$ cat config.mk
export PLATFORM = sky130hd
export DESIGN_NAME = frame_bank_sched
export DESIGN_NICKNAME = d
export VERILOG_FILES = /design/src/rtl/frame_bank_sched.sv
export SDC_FILE = /design/constraint.sdc
export NUM_CORES = 1
export LEC_CHECK = 0
export ABC_AREA = 1
export BUFFER_PORTS_ARGS = -buffer_cell sky130_fd_sc_hd__buf_2
export CAP_MARGIN = 20
export CORE_AREA = 4 4 137 87
export DETAILED_ROUTE_END_ITERATION = 8
export DIE_AREA = 0 0 141 91
export MAX_ROUTING_LAYER = met4
export PLACE_DENSITY = 0.66
export SYNTH_ARGS = -nofsm -noshare
export SYNTH_HDL_FRONTEND = slang
export SYNTH_SLANG_ARGS = --single-unit
$ cat constraint.sdc
create_clock -name pclk -period 3.8 [get_ports pclk]
set_clock_uncertainty 0.05 [all_clocks]
set_input_delay 0.19 -clock pclk [delete_from_list [all_inputs] [get_ports pclk]]
set_output_delay 0.19 -clock pclk [all_outputs]
set_load 0.1 [all_outputs]
$ cat src/rtl/frame_bank_sched.sv
// Triple-buffer bank scheduler between the camera capture writer and the display reader.
// Captured frames rotate through three banks of one frame memory; the reader only ever gets completed frames.
module frame_bank_sched #(
  parameter int unsigned ADDR_W  = 17,
  parameter int unsigned MIN_PIX = 1000,
  parameter int unsigned CNT_W   = 8
) (
  input  logic              pclk,
  input  logic              rst,
  input  logic              capture_en,
  input  logic              vsync,
  input  logic              buff_wr,
  input  logic [ADDR_W-1:0] addr_wr,
  input  logic [11:0]       data12,
  input  logic              rd_frame_req,
  input  logic [ADDR_W-1:0] rd_addr,
  output logic              mem_we,
  output logic [ADDR_W+1:0] mem_waddr,
  output logic [11:0]       mem_wdata,
  output logic [ADDR_W+1:0] mem_raddr,
  output logic [1:0]        rd_bank,
  output logic              frame_ready,
  output logic              capturing,
  output logic [CNT_W-1:0]  drop_cnt,
  output logic [CNT_W-1:0]  repeat_cnt,
  output logic [CNT_W-1:0]  abort_cnt
);

  localparam int unsigned PIX_W = ADDR_W + 1;

  typedef enum logic [1:0] {W_IDLE, W_CAPT, W_COMMIT} wstate_e;

  wstate_e           r_state;
  logic              r_vsync_d;
  logic [PIX_W-1:0]  r_pix_cnt;
  logic [1:0]        r_wr_bank;
  logic [1:0]        r_rdy_bank;
  logic [1:0]        r_rd_bank;
  logic              r_frame_ready;
  logic              r_mem_we;
  logic [ADDR_W+1:0] r_mem_waddr;
  logic [11:0]       r_mem_wdata;
  logic [CNT_W-1:0]  r_drop_cnt;
  logic [CNT_W-1:0]  r_repeat_cnt;
  logic [CNT_W-1:0]  r_abort_cnt;

  logic w_rise;
  logic w_fall;
  logic w_commit;
  logic w_abort;

  function automatic logic [CNT_W-1:0] sat_inc(input logic [CNT_W-1:0] v);
    return (v == {CNT_W{1'b1}}) ? v : v + CNT_W'(1);
  endfunction

  assign w_rise   = vsync & ~r_vsync_d;
  assign w_fall   = ~vsync & r_vsync_d;
  assign w_commit = (r_state == W_COMMIT) && (r_pix_cnt >= PIX_W'(MIN_PIX));
  assign w_abort  = (r_state == W_COMMIT) && (r_pix_cnt < PIX_W'(MIN_PIX));

  always_ff @(posedge pclk or posedge rst) begin
    if (rst) begin
      r_state       <= W_IDLE;
      r_vsync_d     <= 1'b0;
      r_pix_cnt     <= '0;
      r_wr_bank     <= 2'd0;
      r_rdy_bank    <= 2'd1;
      r_rd_bank     <= 2'd2;
      r_frame_ready <= 1'b0;
      r_mem_we      <= 1'b0;
      r_mem_waddr   <= '0;
      r_mem_wdata   <= '0;
      r_drop_cnt    <= '0;
      r_repeat_cnt  <= '0;
      r_abort_cnt   <= '0;
    end else begin
      r_vsync_d <= vsync;
      r_mem_we  <= buff_wr && (r_state == W_CAPT);
      if (buff_wr && (r_state == W_CAPT)) begin
        r_mem_waddr <= {r_wr_bank, addr_wr};
        r_mem_wdata <= data12;
      end

      case (r_state)
        W_IDLE: begin
          if (w_rise && capture_en) begin
            r_state   <= W_CAPT;
            r_pix_cnt <= '0;
          end
        end
        W_CAPT: begin
          if (buff_wr && (r_pix_cnt != {PIX_W{1'b1}}))
            r_pix_cnt <= r_pix_cnt + PIX_W'(1);
          if (w_fall)
            r_state <= W_COMMIT;
        end
        W_COMMIT: r_state <= W_IDLE;
        default:  r_state <= W_IDLE;
      endcase

      if (w_abort)
        r_abort_cnt <= sat_inc(r_abort_cnt);

      // A request landing on the commit cycle hands the fresh frame straight to the reader.
      if (w_commit && rd_frame_req) begin
        r_rd_bank     <= r_wr_bank;
        r_wr_bank     <= r_rd_bank;
        r_frame_ready <= 1'b0;
        if (r_frame_ready)
          r_drop_cnt <= sat_inc(r_drop_cnt);
      end else if (w_commit) begin
        r_wr_bank     <= r_rdy_bank;
        r_rdy_bank    <= r_wr_bank;
        r_frame_ready <= 1'b1;
        if (r_frame_ready)
          r_drop_cnt <= sat_inc(r_drop_cnt);
      end else if (rd_frame_req) begin
        if (r_frame_ready) begin
          r_rd_bank     <= r_rdy_bank;
          r_rdy_bank    <= r_rd_bank;
          r_frame_ready <= 1'b0;
        end else begin
          r_repeat_cnt <= sat_inc(r_repeat_cnt);
        end
      end
    end
  end

  assign mem_we      = r_mem_we;
  assign mem_waddr   = r_mem_waddr;
  assign mem_wdata   = r_mem_wdata;
  assign mem_raddr   = {r_rd_bank, rd_addr};
  assign rd_bank     = r_rd_bank;
  assign frame_ready = r_frame_ready;
  assign capturing   = (r_state == W_CAPT);
  assign drop_cnt    = r_drop_cnt;
  assign repeat_cnt  = r_repeat_cnt;
  assign abort_cnt   = r_abort_cnt;

endmodule

==> results of run 1 <==
[logic make-up (layout without fill, tap and decap cells)]
| family | after synthesis | count (layout) | share of synthesized area (%) |
|---|---|---|---|
| buffers and inverters | 65 | 170 | 8.13 |
| adder cells (fa/ha/maj) | 5 | 5 | 1.43 |
| AO/OA/AOI/OAI | 28 | 28 | 3.51 |
| AND/OR/NAND/NOR | 347 | 347 | 33.8 |
| flip-flops | 84 | 84 | 48.0 |
| XOR/XNOR | 26 | 26 | 5.19 |
[cells in the final DEF (no fill, tap or decap), types with 5 or more instances in the layout]
master           n
a21oi_1          8
ha_1             5
nand3_1         39
nand2_1        237
nand2_2         10
nor2_1          35
nand4_1          9
buf_2           96
xnor2_1         15
o21ai_0          7
dlygate4sd3_1   24
o21ai_1          9
inv_1           28
clkbuf_16        9
xor2_1          11
dfrtp_1         82
nor3_1           5
[how the worst max path moves through the flow]
stage                   end       start  slack (ns)  cells after the start
3_3_place_gp   r_pix_cnt[6]  r_state[1]        1.84                      8
5_1_grt        r_pix_cnt[7]  r_state[1]        1.56                      8
2_1_floorplan  abort_cnt[0]         rst        1.40                      1
6_report       r_pix_cnt[7]  r_state[1]        1.76                      8
3_5_place_dp   r_pix_cnt[7]  r_state[1]        1.76                      8
4_1_cts        r_pix_cnt[7]  r_state[1]        1.74                      8
[cell type report]
class / instances / area, µm²
clock buffer: 12 / 236
clock inverter: 4 / 48.8
fill: 988 / 5100
inverter: 32 / 124
multi-input combinational: 406 / 1930
sequential: 84 / 2100
tap: 139 / 174
timing repair buffer: 122 / 736
[worst reg2reg max path, stage by stage, from the launching register on]
cell and delay (ns):
dfrtp_1 0.41, nor2_2 0.16, nand2_1 0.07, buf_4 0.24
inv_2 0.44, nand2_4 0.26, inv_4 0.20, nand2_1 0.07
nand2_1 0.07
[synthesized netlist by cell type]
| cell | count |
|---|---|
| o21ai_2 | 2 |
| nand2_1 | 237 |
| xor2_1 | 11 |
| nand2_4 | 2 |
| o21bai_1 | 1 |
| buf_6 | 2 |
| a21oi_1 | 8 |
| ha_1 | 5 |
| nand4_1 | 9 |
| o21ai_0 | 7 |
| clkbuf_1 | 5 |
| inv_2 | 2 |
| nor3b_1 | 1 |
| buf_8 | 1 |
| inv_4 | 1 |
| o21ai_1 | 9 |
| a21oi_2 | 1 |
| dfrtp_1 | 82 |
| nor2_1 | 35 |
| xnor2_1 | 15 |
| nor3_1 | 5 |
| nand2_2 | 10 |
| buf_4 | 21 |
| dfstp_2 | 2 |
| nand4_4 | 1 |
| nor2_2 | 4 |
| inv_1 | 29 |
| nand3_1 | 39 |
| buf_2 | 4 |
| nor2_4 | 4 |
[flip-flops by register name, summed over array words and instances (netlist names)]
signal       count
repeat_cnt       8
abort_cnt        8
r_rdy_bank       2
mem_waddr       19
r_vsync_d        1
rd_bank          2
mem_wdata       12
frame_ready      1
drop_cnt         8
r_wr_bank        2
mem_we           1
r_pix_cnt       18
r_state          2
[power by group through the flow]
stage               registers, mW  logic [mW]  clock network, mW
floorplan                    2.40       0.375                  0
global placement             1.22        1.75                  0
detailed placement           1.22        1.77                  0
CTS                          1.22        1.78              0.884
global route                 1.25        1.86              0.926
finish                       1.23        1.78              0.857
[per-stage QoR]
step	instance area (µm²)	setup slack, ns	hold slack, ns
finish	5350	1.76	0.0122
global route	5350	1.56	0.00630
CTS	5350	1.74	0.000354
detailed placement	4820	1.76	0.310
global placement	4820	1.84	0.304
floorplan	4390	1.40	0.171
[layer usage]
metal / track usage (%) / wire [µm] / up-vias
met3: 6.09 / 906 / 13
met2: 23.7 / 4390 / 140
li1: - / - / 1919
met5: - / 0 / -
met1: 25.4 / 5200 / 1801
met4: 5.32 / 126 / 0
[what timing repair did]
item / 4_1_cts / 5_1_grt
buffers inserted: 0 / 0
hold endpoints to repair: 72 / 0
hold buffers: 24 / 0
==> impl_metrics.yaml, run 1 <==
pwr:
  p_leak_nw: 2.85
  switchingPower_mw: 2.02
  peakVddDrop_mv: 0.588
  total_power_mw: 3.87
  pwr-share-comb_pct: 46.1
  pwr_density_cell_nw_per_um2: 723
  seqPwrFrac_pct: 31.7
  clock_power_share_pct: 22.2
  swShare_pct: 52.3
  power.internal_mw: 1.84
timing:
  relSlewSlack_pct: 40.8
  slew_viol_final: 0
  finalHoldViolCount: 0
  rsz0062_at_grt: "no"
  tns_ns: 0
  worst_pin_slew_ns: 0.889
  max_freq_mhz: 491
  setup_viol: 0
  period_needed_ns: 2.04
  post-route-period-util_pct: 53.6
critical_path:
  r2r-end: "r_pix_cnt[7]"
  cp_cell_sequence: "nor2_2 -> nand2_1 -> buf_4 -> inv_2 -> nand2_4 -> inv_4 -> nand2_1 -> nand2_1"
  ff2ff_setup_slack_ns: 1.76
  crit_fanout: 34
  r2r-start: "r_state[1]"
  path_class: "reg -> reg"
  start_kind: "register"
  critical-path-top-delay-family: "buffers and inverters"
  cpPeakStageDelay_ns: 0.44
  critPathBufInv: 3
  worst_path_max_delay_cell: "inv_2"
  crit_top_cell: "nand2_1"
  reg2regPathDepth: 8
  arrival_ns: 2.26
  required_ns: 4.02
  critPathCaptureType: "register"
worst_hold_path:
  hold_path_end: "mem_waddr[10]"
  hold_path_class: "in -> reg"
  whs_path_depth: 3
  hp-start: "addr_wr[10]"
synth:
  ys_warn_count: 0
  netlist_instances: 555
  yosysTopAreaCell: "dfrtp_1"
  avgSynthCellArea_um2: 7.90
  yosysUniqueCellTypes: 30
  synth.area.top_cells: "dfrtp_1 47%, nand2_1 20%, nand3_1 4.4%"
  synth_top_area_share_pct: 46.8
  seq_area_frac_synth_pct: 48.0
  ys_ff_latch: 84
  synth_fp_nets: 612
  syn-cell-area_um2: 4390
clock_tree:
  clkLatencyLatePin_ns: 0.33
  clkSinkCount: 84
  cts_tree: "done"
  cts_root_buffer: "clkbuf_16"
  cts.clk_slew.worst_paths_ns: 0.06
  cts_resized: 0
  htree_levels: 3
  cts_buffers: 9
  clockBufferDepth: 2
floorplan:
  rows: 29
  pin_count: 131
  core_area_um2: 10500
  dieArea_um2: 12800
  initial_core_util_pct: 42.0
  die_h_um: 91
  die_width_um: 141
finish:
  layout.nets: 712
  stdcell_count: 799
  area_delta_synth_final_pct: 21.9
  drive_gt1_share_pct: 21.4
  final_core_util_pct: 51.2
  antennaDiodeCount: 0
drt:
  num_vias: 3873
  dr.pass1.iters: 5
  postRouteAntennaNets: 0
  wl_per_cell_um: 13.3
  drt-initial-drc-count: 183
  routed_wl_um: 10600
  drc: 0
  viasPerCell: 4.85
global_route:
  grt_start_max_net_pins: 52
  grt_overflow: 0
  grt.total_usage_pct: 17.8
  grt_first_pass_wirelength_um: 18100
  grt_pass1_vias: 3754
  antenna_found_initial: 0
placement:
  placed_cells_incl_taps: 759
  port_buffers: 96
  place.gp.congestion: 0.828
  hpwl_um: 7260
outcome:
  outcome: "finished, final reports clean"
run:
  cap_violations: 0
No activity file was read; power rests on OpenSTA's default activity.
==> inputs of run 2 (changes only) <==
clock period = 1.9 ns   (was 3.8 ns; I/O delays follow)
==> impl_metrics.yaml, run 2 (synthesis results as in run 1) <==
pwr:
  power.internal_mw: 3.90
  swShare_pct: 51.1
  pwr_density_cell_nw_per_um2: 1420
  pwr-share-comb_pct: 45.2
  switchingPower_mw: 4.07
  clock_power_share_pct: 23.9
  peakVddDrop_mv: 1.46
  p_leak_nw: 2.92
  seqPwrFrac_pct: 30.9
global_route:
  grt_overflow: 0
  grt_pass1_vias: 3779
  grt.total_usage_pct: 18.2
  antenna_found_initial: 0
  grt_start_max_net_pins: 45
  grt_first_pass_wirelength_um: 18500
critical_path:
  r2r-start: "r_pix_cnt[1]"
  r2r-end: "r_pix_cnt[13]"
  start_kind: "register"
  required_ns: 2.07
  ff2ff_setup_slack_ns: 0.11
  crit_fanout: 12
  critPathCaptureType: "register"
  path_class: "reg -> reg"
  reg2regPathDepth: 10
  arrival_ns: 1.96
finish:
  antennaDiodeCount: 0
  largest_reg_flops: 19
  area_delta_synth_final_pct: 27.6
  postLayoutCellArea_um2: 5600
  layout.nets: 729
  layout_common_cells: "235 x nand2_1, 96 x buf_2, 64 x dfrtp_1"
  layout_commonest_cell: "nand2_1"
  drive_gt1_share_pct: 25.7
  stdcell_count: 815
placement:
  placed_cell_area_um2: 4890
  placed_cells_incl_taps: 764
  place.gp.congestion: 0.908
  hpwl_um: 7400
  port_buffers: 96
clock_tree:
  clkLatencyLatePin_ns: 0.34
  cts_root_buffer: "clkbuf_16"
  clockBufferDepth: 2
  cts_buffers: 9
  clkSinkCount: 84
  htree_levels: 3
  cts_tree: "done"
  cts.clk_slew.worst_paths_ns: 0.06
timing:
  post-route-period-util_pct: 94.1
  setup_viol: 0
  period_needed_ns: 1.79
  slew_viol_final: 0
  max_freq_mhz: 560
  relSlewSlack_pct: 62.7
  worst_pin_slew_ns: 0.559
  finalHoldViolCount: 0
worst_hold_path:
  whs_path_depth: 0
  hold_path_end: "mem_raddr[4]"
  hold_path_class: "in -> out"
  hp-start: "rd_addr[4]"
drt:
  num_vias: 3946
  drt-initial-drc-count: 262
  drc: 0
  postRouteAntennaNets: 0
  wl_per_cell_um: 13.5
  viasPerCell: 4.84
  dr.pass1.iters: 5
  routed_wl_um: 11000
floorplan:
  initial_core_util_pct: 42.0
  core_area_um2: 10500
  die_width_um: 141
  dieArea_um2: 12800
  die_h_um: 91
  pin_count: 131
  rows: 29
outcome:
  outcome: "finished, final reports clean"
run:
  cap_violations: 0
-- run 2: cell types whose count changed in the layout (fill, tap and decap cells not counted), sizes merged --
cell and delta:
clkbuf -2, clkinvlp +3, buf +9, bufinv +1, clkinv -3, dlygate4sd3 +8
-- run 2: what timing repair did --
action                                  CTS  global route
hold buffers                             32             0
buffers inserted                          0             4
hold endpoints to repair                115             0
gates resized for setup                   0             6
endpoints found under the setup margin    0            22
-- run 2: stage by stage --
stage          setup TNS, ns  util, %  hold slack, ns  total power [mW]  worst slack [ns]
3_3_place_gp               0     46.8           0.141              5.96             0.125
2_1_floorplan              0        -          0.0764              5.57            0.0137
6_report                   0     53.6           0.140              7.97             0.113
4_1_cts                    0     52.9           0.141              8.00            0.0185
5_1_grt              -0.0626     53.6           0.140              8.32           -0.0245
3_5_place_dp               0     46.8           0.141              6.00            0.0358
-- run 2: worst max-delay path by stage --
stage / from / end / slack (ns) / cells after the start
2_1_floorplan: repeat_cnt[6] / repeat_cnt[7] / 0.01 / 7
3_3_place_gp: r_pix_cnt[0] / r_pix_cnt[6] / 0.12 / 10
3_5_place_dp: r_pix_cnt[0] / r_pix_cnt[13] / 0.04 / 10
4_1_cts: r_pix_cnt[0] / r_pix_cnt[13] / 0.02 / 10
5_1_grt: r_pix_cnt[0] / r_pix_cnt[5] / -0.02 / 10
6_report: r_pix_cnt[1] / r_pix_cnt[13] / 0.11 / 10
-- run 2: power by group through the flow --
stage                     clock [mW]  combinational [mW]  sequential (mW)
after global placement             0                3.51             2.45
after floorplan                    0               0.751             4.82
after detailed placement           0                3.54             2.46
after CTS                       1.97                3.58             2.45
final                           1.90                3.60             2.47
after global routing            2.03                3.77             2.52
-- run 2: final cells by class --
class	instances	area [µm²]
Fill cell	947	4850
Sequential cell	84	2130
Multi-Input combinational cell	406	1950
Timing Repair Buffer	139	896
Clock buffer	10	239
Tap cell	139	174
Inverter	32	126
Clock inverter	5	83.8
-- run 2: per-layer routing --
layer	GRT usage (%)	routed length (µm)	part of all wire (%)	vias up
met1	25.3	5200	47	1815
met2	24.8	4640	42	169
met4	5.32	144	1.3	0
met5	-	0	0	-
met3	6.51	1020	9.3	14
li1	-	-	-	1948
-- run 2: critical path, cell delays in order (launching register included) --
cell     delay [ns]
dfrtp_1        0.41
ha_1           0.22
nand2_1        0.09
nor2_2         0.15
nand2_2        0.12
nor2_4         0.11
nand4_4        0.12
nand2_8        0.17
inv_4          0.10
nand2_1        0.07
nand2_1        0.06
==> inputs of run 3 (changes only) <==
CORE_AREA = 4 4 110 101   (was 4 4 137 87)
DIE_AREA = 0 0 114 105   (was 0 0 141 91)
PLACE_DENSITY = 0.7   (was 0.66)
==> impl_metrics.yaml, run 3 (synthesis results as in run 1) <==
critical_path:
  critPathCaptureType: "register"
  start_kind: "register"
  required_ns: 2.09
  crit_fanout: 13
  ff2ff_setup_slack_ns: 0.15
  arrival_ns: 1.94
  path_class: "reg -> reg"
finish:
  postLayoutCellArea_um2: 5550
  layout_commonest_cell: "nand2_1"
  n_fill_cell: 928
  area_delta_synth_final_pct: 26.4
  largest_reg_flops: 19
  drive_gt1_share_pct: 25.0
  layout.nets: 728
  multiInputGateArea_um2: 1930
  register_area_um2: 2130
  layout_common_cells: "237 x nand2_1, 96 x buf_2, 65 x dfrtp_1"
  antennaDiodeCount: 0
global_route:
  grt_pass1_vias: 3886
  antenna_found_initial: 0
  grt_start_max_net_pins: 34
  grt.total_usage_pct: 18.6
  grt_first_pass_wirelength_um: 17900
  grt_overflow: 0
drt:
  routed_wl_um: 10200
  dr.pass1.iters: 4
  drt-initial-drc-count: 250
  postRouteAntennaNets: 0
  num_vias: 3888
  wl_per_cell_um: 12.7
  drc: 0
  viasPerCell: 4.83
clock_tree:
  cts_root_buffer: "clkbuf_16"
  cts_buffers: 9
  clkSinkCount: 84
  htree_levels: 3
  cts_resized: 0
  postCtsSetupBuffers: 0
  cts_tree: "done"
  clkLatencyLatePin_ns: 0.34
  cts.clk_slew.worst_paths_ns: 0.06
  clockBufferDepth: 2
worst_hold_path:
  hold_path_class: "in -> out"
timing:
  period_needed_ns: 1.75
  worst_pin_slew_ns: 0.630
  setup_slack_ns: 0.148
  setup_viol: 0
  relSlewSlack_pct: 57.9
  max_freq_mhz: 571
  post-route-period-util_pct: 92.2
  slew_viol_final: 0
  tns_ns: 0
  finalHoldViolCount: 0
  rsz0062_at_grt: "no"
pwr:
  clock_power_share_pct: 22.6
  power.internal_mw: 3.75
  pwr-share-comb_pct: 46.3
  seqPwrFrac_pct: 31.0
  switchingPower_mw: 4.07
  pwr_density_cell_nw_per_um2: 1410
  p_leak_nw: 2.91
  peakVddDrop_mv: 1.34
  swShare_pct: 52.0
placement:
  port_buffers: 96
  place.gp.congestion: 0.895
  placed_cell_area_um2: 4920
  dp_slack_ns: 0.164
  hpwl_um: 6980
floorplan:
  core_area_um2: 10100
  die_h_um: 105
  pin_count: 131
  die_width_um: 114
  dieArea_um2: 12000
  rows: 35
  initial_core_util_pct: 43.6
outcome:
  outcome: "finished, final reports clean"
run:
  cap_violations: 0
## run 3: cell types whose count changed in the layout (fill, tap and decap cells not counted), moves of 2 or more
cell | previous run | this run
nand2_2 | 12 | 10
clkinv_4 | 0 | 2
nand2_1 | 235 | 237
buf_4 | 10 | 8
## run 3: what timing repair did
action,CTS,global route
hold endpoints to repair,54,0
endpoints found under the setup margin,0,0
hold buffers,32,0
## run 3: metal layers
metal  track usage (%)  routed length, µm  vias up  share of wire [%]
li1                  -                  -     1951                  -
met1              22.6               4570     1820                 45
met2              30.2               4950      102                 48
met3              5.04                584       15                5.7
met4              5.77                109        0                1.1
met5                 -                  0        -                  0
## run 3: critical path, cell delays in order (launching register included)
cell and delay, ns:
dfrtp_1 0.39, ha_1 0.22, nand2_1 0.09, nor2_2 0.15
nand2_2 0.11, nor2_4 0.11, nand4_4 0.10, nand2_4 0.18
inv_4 0.11, nand2_1 0.08, nand2_1 0.05
## run 3: final timing paths
path                               startpoint             to  cells past startpoint
worst max-delay path             r_pix_cnt[1]   r_pix_cnt[4]                     10
worst min-delay path              rd_addr[11]  mem_raddr[11]                      0
worst max register to register   r_pix_cnt[1]   r_pix_cnt[4]                     10
worst min register to register  r_rdy_bank[0]  r_rdy_bank[0]                      2
max in group asynchronous                 rst   abort_cnt[1]                      4
min in group asynchronous                 rst  repeat_cnt[1]                      3
## run 3: layout make-up
type,instances,area share [%]
repair buffers,138,16.2
multi-input cells,406,34.8
flip-flops and latches,84,38.3
inverters,32,2.28
clock buffers,9,4.06
clock inverters,7,1.38
well taps,129,2.91
## run 3: stage by stage
stage	total power, mW	hold slack (ns)	util [%]	std cells
2_1_floorplan	5.57	0.0764	-	555
5_1_grt	8.15	0.140	55.1	805
4_1_cts	7.86	0.141	55.1	805
3_5_place_dp	6.02	0.141	48.9	757
3_3_place_gp	5.97	0.141	48.9	757
6_report	7.81	0.140	55.1	805
## run 3: power by group through the flow
stage               Clock [mW]  Combinational (mW)  Sequential (mW)
CTS                       1.81                3.63             2.42
finish                    1.77                3.62             2.42
detailed placement           0                3.58             2.44
global placement             0                3.54             2.43
floorplan                    0               0.751             4.82
global route              1.89                3.78             2.48
